## src/rtl/fht_control_param.sv

```systemverilog
// Stage/address sequencer for an in-place radix-4 FHT over a 4-bank ping-pong memory.
// Generates direct/reflected read addresses, twiddle index, LAT-delayed write addresses and enables.
module fht_control_param #(
    parameter int A_BIT  = 8,
    parameter int LAT    = 4,
    parameter int ST_BIT = 4
) (
    input  logic              iCLK,
    input  logic              iRESET,
    input  logic              iSTART,
    input  logic              iSTALL,
    input  logic              iABORT,
    output logic [A_BIT-1:0]  oADDR_RD,
    output logic [A_BIT-1:0]  oADDR_RD_BIAS,
    output logic              oRD_VALID,
    output logic [A_BIT-1:0]  oADDR_COEF,
    output logic [A_BIT-1:0]  oADDR_WR,
    output logic [A_BIT-1:0]  oADDR_WR_BIAS,
    output logic              oWE_A,
    output logic              oWE_B,
    output logic              oSOURCE_DATA,
    output logic [ST_BIT-1:0] oSTAGE,
    output logic              oST_ZERO,
    output logic              oST_LAST,
    output logic              oRDY,
    output logic              oDONE
);

    localparam logic [1:0]        S_IDLE   = 2'd0;
    localparam logic [1:0]        S_READ   = 2'd1;
    localparam logic [1:0]        S_DRAIN  = 2'd2;
    localparam logic [A_BIT-1:0]  J_LAST   = '1;
    localparam logic [ST_BIT-1:0] ST_FINAL = ST_BIT'(A_BIT);
    localparam logic [3:0]        DRN_LAST = 4'(LAT - 1);

    logic [1:0]        state_q, state_nxt;
    logic [ST_BIT-1:0] stage_q, stage_nxt;
    logic [A_BIT-1:0]  j_q, j_nxt;
    logic [3:0]        drn_q, drn_nxt;
    logic [A_BIT-1:0]  bias_q, coef_q;
    logic              done_q, done_nxt;
    logic              abort_take;

    logic [A_BIT-1:0]  wr_j_p    [LAT];
    logic [A_BIT-1:0]  wr_bias_p [LAT];
    logic              vld_p     [LAT];
    logic              odd_p     [LAT];

    // Low s bits set: the span-2^s butterfly group mask (all ones at the last stage).
    function automatic logic [A_BIT-1:0] span_mask(input logic [ST_BIT-1:0] s);
        logic [A_BIT:0] one_hot;
        one_hot = (A_BIT+1)'(1) << s;
        return A_BIT'(one_hot - (A_BIT+1)'(1));
    endfunction

    // Hartley reflection inside the group; stage 0 degenerates to bias = j.
    function automatic logic [A_BIT-1:0] bias_of(input logic [A_BIT-1:0] j,
                                                 input logic [ST_BIT-1:0] s);
        logic [A_BIT-1:0] mask;
        logic [A_BIT-1:0] m;
        mask = span_mask(s);
        m    = j & mask;
        return (j & ~mask) | ((A_BIT'(0) - m) & mask);
    endfunction

    function automatic logic [A_BIT-1:0] coef_of(input logic [A_BIT-1:0] j,
                                                 input logic [ST_BIT-1:0] s);
        logic [A_BIT-1:0] m;
        m = j & span_mask(s);
        return m << (ST_FINAL - s);
    endfunction

    assign abort_take = iABORT && (state_q != S_IDLE);

    always_comb begin
        state_nxt = state_q;
        stage_nxt = stage_q;
        j_nxt     = j_q;
        drn_nxt   = drn_q;
        done_nxt  = 1'b0;
        case (state_q)
            S_IDLE: begin
                if (iSTART) begin
                    state_nxt = S_READ;
                    stage_nxt = '0;
                    j_nxt     = '0;
                end
            end
            S_READ: begin
                if (j_q == J_LAST) begin
                    state_nxt = S_DRAIN;
                    drn_nxt   = '0;
                end else begin
                    j_nxt = j_q + A_BIT'(1);
                end
            end
            S_DRAIN: begin
                if (drn_q == DRN_LAST) begin
                    if (stage_q == ST_FINAL) begin
                        state_nxt = S_IDLE;
                        done_nxt  = 1'b1;
                    end else begin
                        state_nxt = S_READ;
                        stage_nxt = stage_q + ST_BIT'(1);
                        j_nxt     = '0;
                    end
                end else begin
                    drn_nxt = drn_q + 4'd1;
                end
            end
            default: state_nxt = S_IDLE;
        endcase
    end

    // p0: read-side state, addresses registered from next-state values
    always_ff @(posedge iCLK) begin
        if (iRESET || abort_take) begin
            state_q <= S_IDLE;
            stage_q <= '0;
            j_q     <= '0;
            drn_q   <= '0;
            bias_q  <= '0;
            coef_q  <= '0;
            done_q  <= 1'b0;
        end else if (iSTALL) begin
            done_q  <= 1'b0;
        end else begin
            state_q <= state_nxt;
            stage_q <= stage_nxt;
            j_q     <= j_nxt;
            drn_q   <= drn_nxt;
            bias_q  <= bias_of(j_nxt, stage_nxt);
            coef_q  <= coef_of(j_nxt, stage_nxt);
            done_q  <= done_nxt;
        end
    end

    // p1..pLAT: write delay line; carries the read-time stage parity for bank routing
    always_ff @(posedge iCLK) begin
        if (iRESET || abort_take) begin
            for (int i = 0; i < LAT; i++) begin
                wr_j_p[i]    <= '0;
                wr_bias_p[i] <= '0;
                vld_p[i]     <= 1'b0;
                odd_p[i]     <= 1'b0;
            end
        end else if (!iSTALL) begin
            wr_j_p[0]    <= j_q;
            wr_bias_p[0] <= bias_q;
            vld_p[0]     <= (state_q == S_READ);
            odd_p[0]     <= stage_q[0];
            for (int i = 1; i < LAT; i++) begin
                wr_j_p[i]    <= wr_j_p[i-1];
                wr_bias_p[i] <= wr_bias_p[i-1];
                vld_p[i]     <= vld_p[i-1];
                odd_p[i]     <= odd_p[i-1];
            end
        end
    end

    assign oADDR_RD      = j_q;
    assign oADDR_RD_BIAS = bias_q;
    assign oADDR_COEF    = coef_q;
    assign oRD_VALID     = (state_q == S_READ) && !iSTALL;
    assign oADDR_WR      = wr_j_p[LAT-1];
    assign oADDR_WR_BIAS = wr_bias_p[LAT-1];
    assign oWE_B         = vld_p[LAT-1] && !odd_p[LAT-1] && !iSTALL;
    assign oWE_A         = vld_p[LAT-1] &&  odd_p[LAT-1] && !iSTALL;
    assign oSOURCE_DATA  = stage_q[0];
    assign oSTAGE        = stage_q;
    assign oST_ZERO      = (stage_q == '0);
    assign oST_LAST      = (stage_q == ST_FINAL);
    assign oRDY          = (state_q == S_IDLE);
    assign oDONE         = done_q;

endmodule

```

## config.mk

```make
export PLATFORM = sky130hd
export DESIGN_NAME = fht_control_param
export DESIGN_NICKNAME = d
export VERILOG_FILES = /design/src/rtl/fht_control_param.sv
export SDC_FILE = /design/constraint.sdc
export NUM_CORES = 1
export LEC_CHECK = 0
export CAP_MARGIN = 30
export CORE_AREA = 2 2 126 128
export DETAILED_ROUTE_END_ITERATION = 10
export DIE_AREA = 0 0 128 130
export GPL_TIMING_DRIVEN = 0
export MAX_ROUTING_LAYER = met4
export SYNTH_ARGS = -nofsm -noshare
export SYNTH_HDL_FRONTEND = slang
export SYNTH_SLANG_ARGS = --single-unit
```

## constraint.sdc

```tcl
create_clock -name iCLK -period 4.4 [get_ports iCLK]
set_clock_uncertainty 0.15 [all_clocks]
set_input_delay 1.1 -clock iCLK [delete_from_list [all_inputs] [get_ports iCLK]]
set_output_delay 1.1 -clock iCLK [all_outputs]
set_load 0.02 [all_outputs]
```

# [Yosys cells after proc, flatten, opt, wreduce, memory -nomap -nowiden]
# Memory sizes are Yosys's and may differ from the RTL's.
# Index checks and enable logic that the tools add are counted.
# W data, S select, Z words.
[op_classes] add_sub_neg=6 mul=0 n_div=0 order_cmp=0 n_eq_ne=9 shifts=2 n_mux=39 bitwise=24 n_reduce_logical=16
[ops] operator="$mux W8" n=12
[ops] operator="$and A8 B8 Y8" n=3
[ops] operator="$pmux W8 S3" n=1
[ops] operator="$mux W4" n=5
[ops] operator="$or A1 B1 Y1" n=16
[ops] operator="$pmux W4 S2" n=2
[ops] operator="$mux W1" n=15
[ops] operator="$add A4 B1 Y4 const B" n=2
[ops] operator="$add A8 B1 Y8 const B" n=1
[ops] operator="$eq A8 B8 Y1 const B" n=1
[ops] operator="$ne A2 B2 Y1 const B" n=4
[ops] operator="$not A8 Y8" n=1
[ops] operator="$or A8 B8 Y8" n=1
[ops] operator="$reduce_and A4 Y1" n=2
[ops] operator="$shl A1 B4 Y8 const A" n=1
[ops] operator="$shl A8 B4 Y8" n=1
[ops] operator="$sub A1 B8 Y8 const A" n=1
[ops] operator="$sub A8 B1 Y8 const B" n=1
[ops] operator="$logic_and A1 B1 Y1" n=6
[ops] operator="$mux W2" n=3
[ops] operator="$pmux W2 S3" n=1
[ops] operator="$eq A4 B2 Y1 const B" n=1
[ops] operator="$eq A4 B4 Y1 const B" n=1
[ops] operator="$logic_not A4 Y1" n=1
[ops] operator="other kinds (9)" n=13
[totals] regBits=35 latchBits=0 mem_bits_rw=72 rom_bits=0 input_bits=5 output_inout_bits=52 elab_cells=107 mem_count=4
[mem_list] name="wr_bias_p" depth=4 width=8 rd=4 rd_clocked_by_memory_dff=0 wr=4 line_no="45" source="logic [A_BIT-1:0] wr_bias_p [LAT];"
[mem_list] name="wr_j_p" depth=4 width=8 rd=4 rd_clocked_by_memory_dff=0 wr=4 line_no="44" source="logic [A_BIT-1:0] wr_j_p [LAT];"
[mem_list] name="odd_p" depth=4 width=1 rd=4 rd_clocked_by_memory_dff=0 wr=4 line_no="47" source="logic odd_p [LAT];"
[mem_list] name="vld_p" depth=4 width=1 rd=4 rd_clocked_by_memory_dff=0 wr=4 line_no="46" source="logic vld_p [LAT];"

# [Logic depth before layout (Yosys ltp)]
# Gate-level depths: netlist of the first run.
[logic_depth] depth_word=10 ltp_mapped=19 depth_no_buf=17

# [Worst setup path after synthesis of the first run]
# Ideal clock, no wire load.
[synth_timing] path_kind="reg-to-reg" startpoint="reg stage_q[0] (netlist: oSTAGE[0])" endpoint="reg bias_q[5] (netlist: oADDR_RD_BIAS[5])" setup_time_ps=120 arrival_ps=4011 t_required_ps=4130 slack_ps=120 path_stages_with_launch=16 path_buffers=2 period_less_slack_ps=4280 path_cell_list="dfxtp_1 -> inv_1 -> ha_1 -> and3b_1 -> clkbuf_1 -> o211a_1 -> nor3_4 -> inv_1 -> clkbuf_1 -> ha_1 -> or3_1 -> or4_1 -> nand4_4 -> o2111ai_4 -> and3_1 -> a211o_1"
[synth_between] elab_chain_cells=10 word_cells_on_any_way=17 classes_between="add/sub (3); eq/ne (1); shift (1); mux (7); bitwise (5)"
[synth_lines] item="start: declaration" line_no="37" source="logic [ST_BIT-1:0] stage_q, stage_nxt;"
[synth_lines] item="start signal: assignment" line_no="129" source="stage_q <= stage_nxt;"
[synth_lines] item="$eq A4 B4 Y1 *"
[synth_lines] item="via oST_LAST" line_no="24" source="output logic oST_LAST,"
[synth_lines] item="$mux W4 *" line_no="99" source="if (stage_q == ST_FINAL) begin"
[synth_lines] item="$mux W4 *" line_no="98" source="if (drn_q == DRN_LAST) begin"
[synth_lines] item="$pmux W4 S2 *" line_no="81" source="case (state_q)"
[synth_lines] item="via stage_nxt[0]" line_no="37"
[synth_lines] item="$shl A1 B4 Y8 *" line_no="52" source="one_hot = (A_BIT+1)'(1) << s;"
[synth_lines] item="$sub A8 B1 Y8 *" line_no="53" source="return A_BIT'(one_hot - (A_BIT+1)'(1));"
[synth_lines] item="$and A8 B8 Y8" line_no="62" source="m = j & mask;"
[synth_lines] item="$sub A1 B8 Y8" line_no="63" source="return (j & ~mask) | ((A_BIT'(0) - m) & mask);"
[synth_lines] item="$and A8 B8 Y8" line_no="63"
[synth_lines] item="$or A8 B8 Y8 *" line_no="63"
[synth_lines] item="end signal: assignment" line_no="132" source="bias_q <= bias_of(j_nxt, stage_nxt);"
[synth_lines] item="end: declaration" line_no="40" source="logic [A_BIT-1:0] bias_q, coef_q;"
# The timed path passes the listed nets; every way through them passes the cells marked *.
# A chain may end at the register's enable or synchronous reset.

# [Final worst setup path of the first run]
[layout_timing] startpoint="in iSTALL" endpoint="out oWE_B"
[layout_between] elab_chain_cells=2
[layout_lines] item="start: declaration" line_no="11" source="input logic iSTALL,"
[layout_lines] item="$logic_not A1 Y1" line_no="167" source="assign oWE_B = vld_p[LAT-1] && !odd_p[LAT-1] && !iSTALL;"
[layout_lines] item="$logic_and A1 B1 Y1" line_no="167"
[layout_lines] item="end: declaration" line_no="20" source="output logic oWE_B,"
# No other way between the ends.

==> impl_metrics.env, run 1 <==
export IMPL_clk_insertion_delay_late_ns=0.36
export IMPL_yosysSeqAreaShare_pct=54.1
export IMPL_fin_crit_sh_pct=96.6
export IMPL_synthFlopType="edfxtp_1"
export IMPL_dr_total_vias=4042
export IMPL_grt_max_degree=38
export IMPL_worstSetupPathType="input pin to output pin"
export IMPL_setup_viol=0
export IMPL_die_area_um2=16600
export IMPL_synth_most_common_cell="edfxtp_1"
export IMPL_path_max_fanout=10
export IMPL_crit_path_end_kind="output pin"
export IMPL_die_w_um=128
export IMPL_core_area_um2=15400
export IMPL_final_max_slew_viol_count=0
export IMPL_arrival_ns=3.00
export IMPL_n_antenna_cell=0
export IMPL_synth_area_leaders="edfxtp_1, dfxtp_1, and3_1, nor2_1, a21oi_1"
export IMPL_postSynth_asyncResetShare_pct=0
export IMPL_ant_nets=0
export IMPL_slew_headroom_pct=37.9
export IMPL_clkTransAtPathRegs_ns=0.08
export IMPL_status="complete, no violations"
export IMPL_place_congestion=0.847
export IMPL_cp_start_kind="input pin"
export IMPL_drt_iter0_drc=257
export IMPL_grt_overflow_total=0
export IMPL_post_synth_top_area_fraction_pct=40.8
export IMPL_drive_gt1_share_pct=9.46
export IMPL_fin_cells=763
export IMPL_grt_usage_pct=17.0
export IMPL_n_fill_cell=1506
export IMPL_cts_tree="done"
export IMPL_stdcell_area_um2=6460
export IMPL_netlist_area_um2=5290
export IMPL_ys_ff_latch=107
export IMPL_p_per_area_nw_per_um2=329
export IMPL_power_leakage_uw=0.00255
export IMPL_synth_fp_nets=514
export IMPL_yosysWarnings=0
export IMPL_avgSynthCellArea_um2=10.6
export IMPL_numCtsBuffers=9
export IMPL_cts_sinks=107
export IMPL_fin_tns_setup_ns=0
export IMPL_crit_required_ns=3.15
export IMPL_fmax_mhz=235
export IMPL_hold_path_class="register to register"
export IMPL_h_tree_depth=3
export IMPL_io_buffers=56
export IMPL_ys_top_cells_by_count="edfxtp_1, and3_1, nor2_1"
export IMPL_floorplan_initialDensity_pct=34.3
export IMPL_vdd_drop_max_mv=0.199
export IMPL_wl_um=12900
export IMPL_vias_per_cell=5.30
export IMPL_synth_area_leader_cell="edfxtp_1"
export IMPL_dpl_cell_area_um2=6110
export IMPL_regToRegSetupSlack_ns=0.25
export IMPL_min_period_ns=4.25
export IMPL_holdWs_ns=0.315
export IMPL_rows=46
export IMPL_io_pins=57
export IMPL_grt_antenna_before_repair=0
export IMPL_synthCells=498
export IMPL_rsz0062_at_grt="no"
export IMPL_dp_cells=747
export IMPL_holdBufCountCts=0
export IMPL_hold_violations=0
export IMPL_netlist_cell_type_count=72
export IMPL_tightestPinTransition_ns=0.932
export IMPL_clockRootBuffer="clkbuf_16"
export IMPL_area_growth_pct=22.0
export IMPL_drc=0
export IMPL_dp_hpwl_um=9260
export IMPL_die_h_um=130
export IMPL_firstDrtPassIters=6
export IMPL_cts_buffer_depth=2
export IMPL_grt_pass1_wl_um=21100
export IMPL_synth_edff_count=72
export IMPL_grt_pass1_vias=3947
export IMPL_wl_per_cell_um=17.0
export IMPL_cap_violations=0
export IMPL_nets=582
==> critical path: stages <==
cell and delay (ns):
clkdlybuf4s50_1 0.49, clkbuf_1 0.41, buf_2 0.36, nor3b_1 0.09
clkdlybuf4s50_1 0.54
==> final cells by class <==
| class | count | area (um2) | share of cell area (%) |
|---|---|---|---|
| clock inverter | 7 | 50.0 | 0.775 |
| clock buffer | 9 | 225 | 3.49 |
| multi-input combinational | 341 | 2280 | 35.3 |
| inverter | 15 | 56.3 | 0.872 |
| tap | 192 | 240 | 3.72 |
| buffer | 34 | 155 | 2.40 |
| timing repair buffer | 58 | 588 | 9.10 |
| sequential | 107 | 2860 | 44.3 |
==> timing repair <==
item                                    CTS  global route
gates resized for setup                   8            12
pin swaps                                 1             1
setup buffers                             1             0
endpoints found under the hold margin     0             0
endpoints found under the setup margin   15            14
==> through the flow <==
stage	power, uW	util (%)	setup slack, ns
2_1_floorplan	1290	-	0.120
3_3_place_gp	1370	39.5	-0.879
3_5_place_dp	1370	39.6	-0.859
4_1_cts	2140	41.6	0.0117
5_1_grt	2210	41.9	0.00882
6_report	2120	41.9	0.151
==> flip-flops by register name, indices dropped and copies added (netlist names) <==
| name | flops |
|---|---|
| oSTAGE | 4 |
| oDONE | 1 |
| odd_p | 4 |
| oADDR_COEF | 8 |
| state_q | 2 |
| wr_bias_p | 32 |
| wr_j_p | 32 |
| oADDR_RD | 8 |
| vld_p | 4 |
| oADDR_RD_BIAS | 8 |
| drn_q | 4 |
==> power by group <==
| part | switching [uW] | internal, uW |
|---|---|---|
| combinational | 133 | 80.5 |
| clock | 381 | 388 |
| sequential | 17.4 | 1120 |
==> kinds of logic after synthesis <==
family	count (synthesis)	synth area share, %
AND/OR/NAND/NOR	211	22.3
flip-flops	107	54.1
AO/OA/AOI/OAI	100	13.6
buffers and inverters	50	3.95
multiplexers	11	2.10
adder cells (fa/ha/maj)	11	2.60
XOR/XNOR	8	1.32
==> worst paths after layout <==
path | start | endpoint | depth (start not counted)
worst max-delay path | iSTALL | oWE_B | 5
worst min-delay path | oADDR_COEF[2] | oADDR_COEF[2] | 2
worst max register to register | oSTAGE[0] | oADDR_RD_BIAS[5] | 15
worst min register to register | oADDR_COEF[2] | oADDR_COEF[2] | 2
==> layout by cell type, fill, tap and decap left out, types with 5 or more instances in the layout <==
cell,n
clkbuf_16,9
a21oi_1,30
nand3_1,18
nor2_1,47
xnor2_1,5
o211ai_1,5
mux2i_1,10
inv_1,13
nand2_1,23
edfxtp_1,72
and3_1,69
clkbuf_1,24
clkdlybuf4s50_1,56
ha_1,8
dfxtp_1,34
nor3_1,11
o21ai_0,12
==> metal layers <==
layer  up-vias  GRT usage [%]  part of all wire (%)
met5         -              -                     0
met4         0           5.56                   1.9
li1       1996              -                     -
met1      1953           21.1                    46
met2        78           27.8                    49
met3        15           3.73                   3.3
(Power assumes the default switching activity.)
==> run 2: changes to the inputs <==
--- a/config.mk
+++ b/config.mk
@@ -6,11 +6,15 @@
 export NUM_CORES = 1
 export LEC_CHECK = 0
 export CAP_MARGIN = 30
+export CELL_PAD_IN_SITES_DETAIL_PLACEMENT = 1
+export CELL_PAD_IN_SITES_GLOBAL_PLACEMENT = 2
 export CORE_AREA = 2 2 126 128
 export DETAILED_ROUTE_END_ITERATION = 10
 export DIE_AREA = 0 0 128 130
 export GPL_TIMING_DRIVEN = 0
 export MAX_ROUTING_LAYER = met4
+export PLACE_DENSITY_LB_ADDON = 0.1
+export RECOVER_POWER = 50
 export SYNTH_ARGS = -nofsm -noshare
 export SYNTH_HDL_FRONTEND = slang
 export SYNTH_SLANG_ARGS = --single-unit
==> run 2 against run 1 <==
  * Via count is 1.5% higher
  * Setup slack better by 0.016 ns
  * Critical path depth stayed put
  * Combinational power hardly changed
  * Register-to-register slack better by 0.05 ns
  * Sequential power hardly changed
  * First-iteration DRC count stayed put
  * Hold slack worse by 0.0024 ns
  * Flip-flop and latch count stayed put
  * Wire length is 9.4% higher
  * Critical endpoint is now oWE_A
==> impl_metrics.env, run 2 (synthesized netlist as in run 1, its figures left out) <==
export IMPL_status="complete, no violations"
export IMPL_grt_overflow_total=0
export IMPL_arrival_ns=2.98
export IMPL_die_w_um=128
export IMPL_r2r_cells=15
export IMPL_dpl_cell_area_um2=6100
export IMPL_path_max_fanout=11
export IMPL_drc=0
export IMPL_clk_insertion_delay_late_ns=0.35
export IMPL_intPower_uw=1580
export IMPL_cts_sinks=107
export IMPL_power_leakage_uw=0.00261
export IMPL_cp_cell_sequence="clkdlybuf4s50_1, inv_1, clkbuf_2, and3_1, clkdlybuf4s50_1"
export IMPL_grt_antenna_before_repair=0
export IMPL_crit_required_ns=3.15
export IMPL_crit_path_end_kind="output pin"
export IMPL_setup_viol=0
export IMPL_ant_nets=0
export IMPL_final_max_slew_viol_count=0
export IMPL_final_cell_mix="edfxtp_1, and3_1, nor2_1, dfxtp_1, clkdlybuf4s50_1"
export IMPL_crit_top_cell="clkdlybuf4s50_1"
export IMPL_n_fill_cell=1736
export IMPL_grt_pass1_vias=4118
export IMPL_r2r_end="oADDR_RD_BIAS[5]"
export IMPL_vdd_drop_max_mv=0.165
export IMPL_cts_tree="done"
export IMPL_tightestPinTransition_ns=0.954
export IMPL_p_switching_uw=534
export IMPL_clockPowerShare_pct=36.1
export IMPL_area_growth_pct=21.6
export IMPL_firstDrtPassIters=6
export IMPL_grt_usage_pct=18.1
export IMPL_hold_violations=0
export IMPL_wl_um=14200
export IMPL_cp_start_kind="input pin"
export IMPL_power_frac_comb_pct=10.0
export IMPL_cpLargestDelayFamily="buffers and inverters"
export IMPL_place_congestion=0.818
export IMPL_drt_iter0_drc=257
export IMPL_vias_per_cell=5.38
export IMPL_cp_slowest_stage_delay_ns=0.59
export IMPL_r2r_start="oSTAGE[0]"
export IMPL_stdcell_area_um2=6440
export IMPL_seq_power_share_pct=53.9
export IMPL_die_h_um=130
export IMPL_clockRootBuffer="clkbuf_16"
export IMPL_io_buffers=56
export IMPL_min_delay_start="oADDR_COEF[5]"
export IMPL_nets=582
export IMPL_fin_crit_sh_pct=96.2
export IMPL_cap_violations=0
export IMPL_drive_gt1_share_pct=9.47
export IMPL_cts_buffer_depth=2
export IMPL_numCtsBuffers=9
export IMPL_slew_headroom_pct=36.2
export IMPL_p_per_area_nw_per_um2=329
export IMPL_min_period_ns=4.23
export IMPL_dr_total_vias=4101
export IMPL_dp_hpwl_um=10100
export IMPL_hold_end="oADDR_COEF[5]"
export IMPL_h_tree_depth=3
export IMPL_rows=46
export IMPL_grt_max_degree=73
export IMPL_clkTransAtPathRegs_ns=0.07
export IMPL_fin_util_pct=41.7
export IMPL_worstSetupPathType="input pin to output pin"
export IMPL_grt_pass1_wl_um=22300
export IMPL_floorplan_initialDensity_pct=34.3
export IMPL_final_common_cell="edfxtp_1"
export IMPL_core_area_um2=15400
export IMPL_wl_per_cell_um=18.6
export IMPL_regToRegSetupSlack_ns=0.30
export IMPL_io_pins=57
export IMPL_n_antenna_cell=0
export IMPL_critPathSlowestCell="clkdlybuf4s50_1"
export IMPL_hold_path_class="register to register"
export IMPL_crit_buf_inv=4
export IMPL_p_sw_share_pct=25.2
export IMPL_top_regs="wr_bias_p x32, wr_j_p x32"
export IMPL_die_area_um2=16600
export IMPL_holdPathStages=2
export IMPL_fmax_mhz=236
[run 2: cell types whose count changed in the layout (fill, tap and decap cells not counted), moves of 2 or more]
cell,delta
dlygate4sd3_1,+24
clkdlybuf4s50_1,-24
buf_4,+2
clkbuf_2,+2
[run 2: cell type report]
class | instances | area (um2) | area share (%)
multi-input combinational | 341 | 2270 | 35.3
inverter | 15 | 58.8 | 0.914
clock buffer | 10 | 229 | 3.56
buffer | 34 | 156 | 2.43
tap | 192 | 240 | 3.73
clock inverter | 5 | 37.5 | 0.583
timing repair buffer | 58 | 576 | 8.94
sequential | 107 | 2870 | 44.5
[run 2: power by group through the flow]
stage | sequential (uW) | clock [uW] | combinational (uW)
after floorplan | 1180 | 0 | 108
after global placement | 1160 | 0 | 209
after detailed placement | 1160 | 0 | 211
after CTS | 1140 | 794 | 214
after global routing | 1150 | 819 | 232
final | 1140 | 765 | 212
[run 2: worst max path at each step]
stage / from / to / slack [ns] / depth (start not counted)
after floorplan: oSTAGE[0] / oADDR_RD_BIAS[5] / 0.12 / 15
after global placement: iSTART / oADDR_RD_BIAS[7] / -0.97 / 17
after detailed placement: iSTART / oADDR_RD_BIAS[7] / -1.07 / 17
after CTS: iSTART / oADDR_RD_BIAS[7] / 0.002 / 17
after global routing: iSTART / oADDR_RD_BIAS[7] / -0.003 / 16
final: iSTALL / oWE_A / 0.17 / 5
[run 2: worst min-delay path: stages (launching register included)]
cell and delay [ns]:
dfxtp_1 0.33, nand2_1 0.05, o311ai_1 0.06
[run 2: metal layers]
metal | vias to the layer above | part of all wire [%] | track usage (%)
met3 | 11 | 2.2 | 2.83
li1 | 2004 | - | -
met1 | 2024 | 47 | 22.7
met2 | 62 | 50 | 30.8
met5 | - | 0 | -
met4 | 0 | 1.1 | 4.59
[run 2: repair_timing]
item,in CTS,in global routing
setup buffers,1,1
pin swaps,1,2
setup endpoints to repair,15,10
hold buffers,0,0
resized for setup,11,10
[run 2: per-stage QoR]
step / setup slack (ns) / power (uW) / hold slack [ns] / TNS (ns) / instances
6_report: 0.167 / 2120 / 0.313 / 0 / 762
3_3_place_gp: -0.974 / 1370 / 0.297 / -55.68 / 746
5_1_grt: -0.00310 / 2200 / 0.346 / -0.00590 / 762
3_5_place_dp: -1.07 / 1380 / 0.307 / -10.40 / 746
2_1_floorplan: 0.120 / 1290 / 0.313 / 0 / 498
4_1_cts: 0.00184 / 2150 / 0.328 / 0 / 761
==> run 3: changes to the inputs <==
--- a/config.mk
+++ b/config.mk
@@ -15,6 +15,7 @@
 export MAX_ROUTING_LAYER = met4
 export PLACE_DENSITY_LB_ADDON = 0.1
 export RECOVER_POWER = 50
+export SLEW_MARGIN = 20
 export SYNTH_ARGS = -nofsm -noshare
 export SYNTH_HDL_FRONTEND = slang
 export SYNTH_SLANG_ARGS = --single-unit
==> run 3 against run 2 <==
  * Largest power group unchanged
  * Count of clock-buffer cells in the layout unchanged
  * Flip-flop and latch count unchanged
  * Combinational power about the same
  * Core utilization up 0.24 points
  * Largest cell class unchanged
  * Critical endpoint unchanged
==> impl_metrics.env, run 3 (synthesized netlist as in run 1, its figures left out) <==
export IMPL_path_max_fanout=11
export IMPL_drc=0
export IMPL_die_h_um=130
export IMPL_arrival_ns=2.97
export IMPL_crit_buf_inv=4
export IMPL_cap_violations=0
export IMPL_vdd_drop_max_mv=0.181
export IMPL_top_regs="wr_bias_p x32, wr_j_p x32"
export IMPL_dp_cells=747
export IMPL_grt_busiest_layer="met2"
export IMPL_fin_crit_sh_pct=95.8
export IMPL_h_tree_depth=3
export IMPL_clockRootBuffer="clkbuf_16"
export IMPL_p_per_area_nw_per_um2=329
export IMPL_dp_hpwl_um=10000
export IMPL_cpLargestDelayFamily="buffers and inverters"
export IMPL_firstDrtPassIters=4
export IMPL_power_leakage_uw=0.00270
export IMPL_die_w_um=128
export IMPL_wl_per_cell_um=18.5
export IMPL_vias_per_cell=5.36
export IMPL_wl_um=14200
export IMPL_place_congestion=0.818
export IMPL_worstSetupPathType="input pin to output pin"
export IMPL_power_total_uw=2130
export IMPL_rows=46
export IMPL_tightestPinTransition_ns=0.887
export IMPL_crit_required_ns=3.15
export IMPL_cts_buffer_depth=2
export IMPL_final_max_slew_viol_count=0
export IMPL_grtUsageMet2_pct=31.2
export IMPL_cp_cell_sequence="clkdlybuf4s50_1, inv_1, clkbuf_2, and3_1, clkdlybuf4s50_1"
export IMPL_nets=583
export IMPL_cts_sinks=107
export IMPL_r2r_cells=15
export IMPL_area_growth_pct=22.3
export IMPL_drive_gt1_share_pct=9.62
export IMPL_io_buffers=56
export IMPL_n_fill_cell=1727
export IMPL_critPathSlowestCell="clkdlybuf4s50_1"
export IMPL_hold_path_class="register to register"
export IMPL_io_pins=57
export IMPL_min_period_ns=4.22
export IMPL_hold_violations=0
export IMPL_grt_max_degree=61
export IMPL_crit_path_end_kind="output pin"
export IMPL_grt_pass1_vias=4095
export IMPL_crit_top_cell="clkdlybuf4s50_1"
export IMPL_grt_overflow_total=0
export IMPL_grt_pass1_wl_um=22300
export IMPL_grtUsageMet3_pct=2.87
export IMPL_numCtsBuffers=9
export IMPL_setup_viol=0
export IMPL_drt_iter0_drc=197
export IMPL_cp_slowest_stage_delay_ns=0.59
export IMPL_cp_start_kind="input pin"
export IMPL_clkTransAtPathRegs_ns=0.07
export IMPL_floorplan_initialDensity_pct=34.3
export IMPL_dr_total_vias=4097
export IMPL_rsz0062_at_grt="no"
export IMPL_worstSetupPathDepth=5
export IMPL_ant_nets=0
export IMPL_core_area_um2=15400
export IMPL_slew_headroom_pct=40.9
export IMPL_die_area_um2=16600
export IMPL_holdPathStages=2
export IMPL_fin_cells=764
export IMPL_cts_tree="done"
export IMPL_status="complete, no violations"
export IMPL_grt_usage_pct=18.0
export IMPL_grtUsageMet1_pct=21.9
export IMPL_final_cell_mix="edfxtp_1, and3_1, nor2_1, dlygate4sd3_1, dfxtp_1"
export IMPL_grt_antenna_before_repair=0
export IMPL_clk_insertion_delay_late_ns=0.35
export IMPL_final_common_cell="edfxtp_1"
export IMPL_fmax_mhz=237
export IMPL_n_antenna_cell=0
export IMPL_holdBufCountCts=0
[run 3: repair_timing]
item	4_1_cts	5_1_grt
setup buffers	2	0
pin swaps	1	0
gates resized for setup	10	11
endpoints found under the setup margin	15	10
[run 3: tightest hold or removal path, delay by kind of cell (launching register included)]
family | cells | cell delay (ns)
DFF | 1 | 0.33
and+or+nand+nor | 1 | 0.05
AOI/OAI and AO/OA | 1 | 0.06
[run 3: per-stage QoR]
stage	hold slack, ns	cell area (um2)	setup slack, ns	util (%)	setup TNS, ns
floorplan	0.313	5290	0.120	-	0
global placement	0.297	6090	-0.974	39.5	-55.68
detailed placement	0.307	6120	-1.06	39.7	-10.62
CTS	0.327	6440	0.0109	41.7	0
global route	0.346	6470	0.000245	42.0	0
finish	0.313	6470	0.184	42.0	0
[run 3: final timing paths]
check	start	end	slack, ns
worst max-delay path	iSTALL	oWE_A	0.18
worst min register to register	oADDR_COEF[5]	oADDR_COEF[5]	0.31
worst max register to register	oSTAGE[0]	oADDR_RD_BIAS[5]	0.30
worst min-delay path	oADDR_COEF[5]	oADDR_COEF[5]	0.31
[run 3: where the power goes]
group	switching (uW)	internal, uW
combinational	138	76.3
clock	387	391
sequential	16.3	1120
[run 3: final cells by class]
class	instances	area, um2	area share (%)
Sequential cell	107	2870	44.3
Multi-Input combinational cell	341	2270	35.1
Timing Repair Buffer	59	603	9.32
Tap cell	192	240	3.71
Clock buffer	10	229	3.54
Buffer	34	156	2.42
Inverter	15	57.6	0.889
Clock inverter	6	48.8	0.754
[run 3: metal layers]
| layer | vias to the layer above | share of wire (%) |
|---|---|---|
| met5 | - | 0 |
| met3 | 18 | 3.2 |
| met2 | 77 | 50 |
| met1 | 1995 | 45 |
| li1 | 2007 | - |
| met4 | 0 | 1.6 |
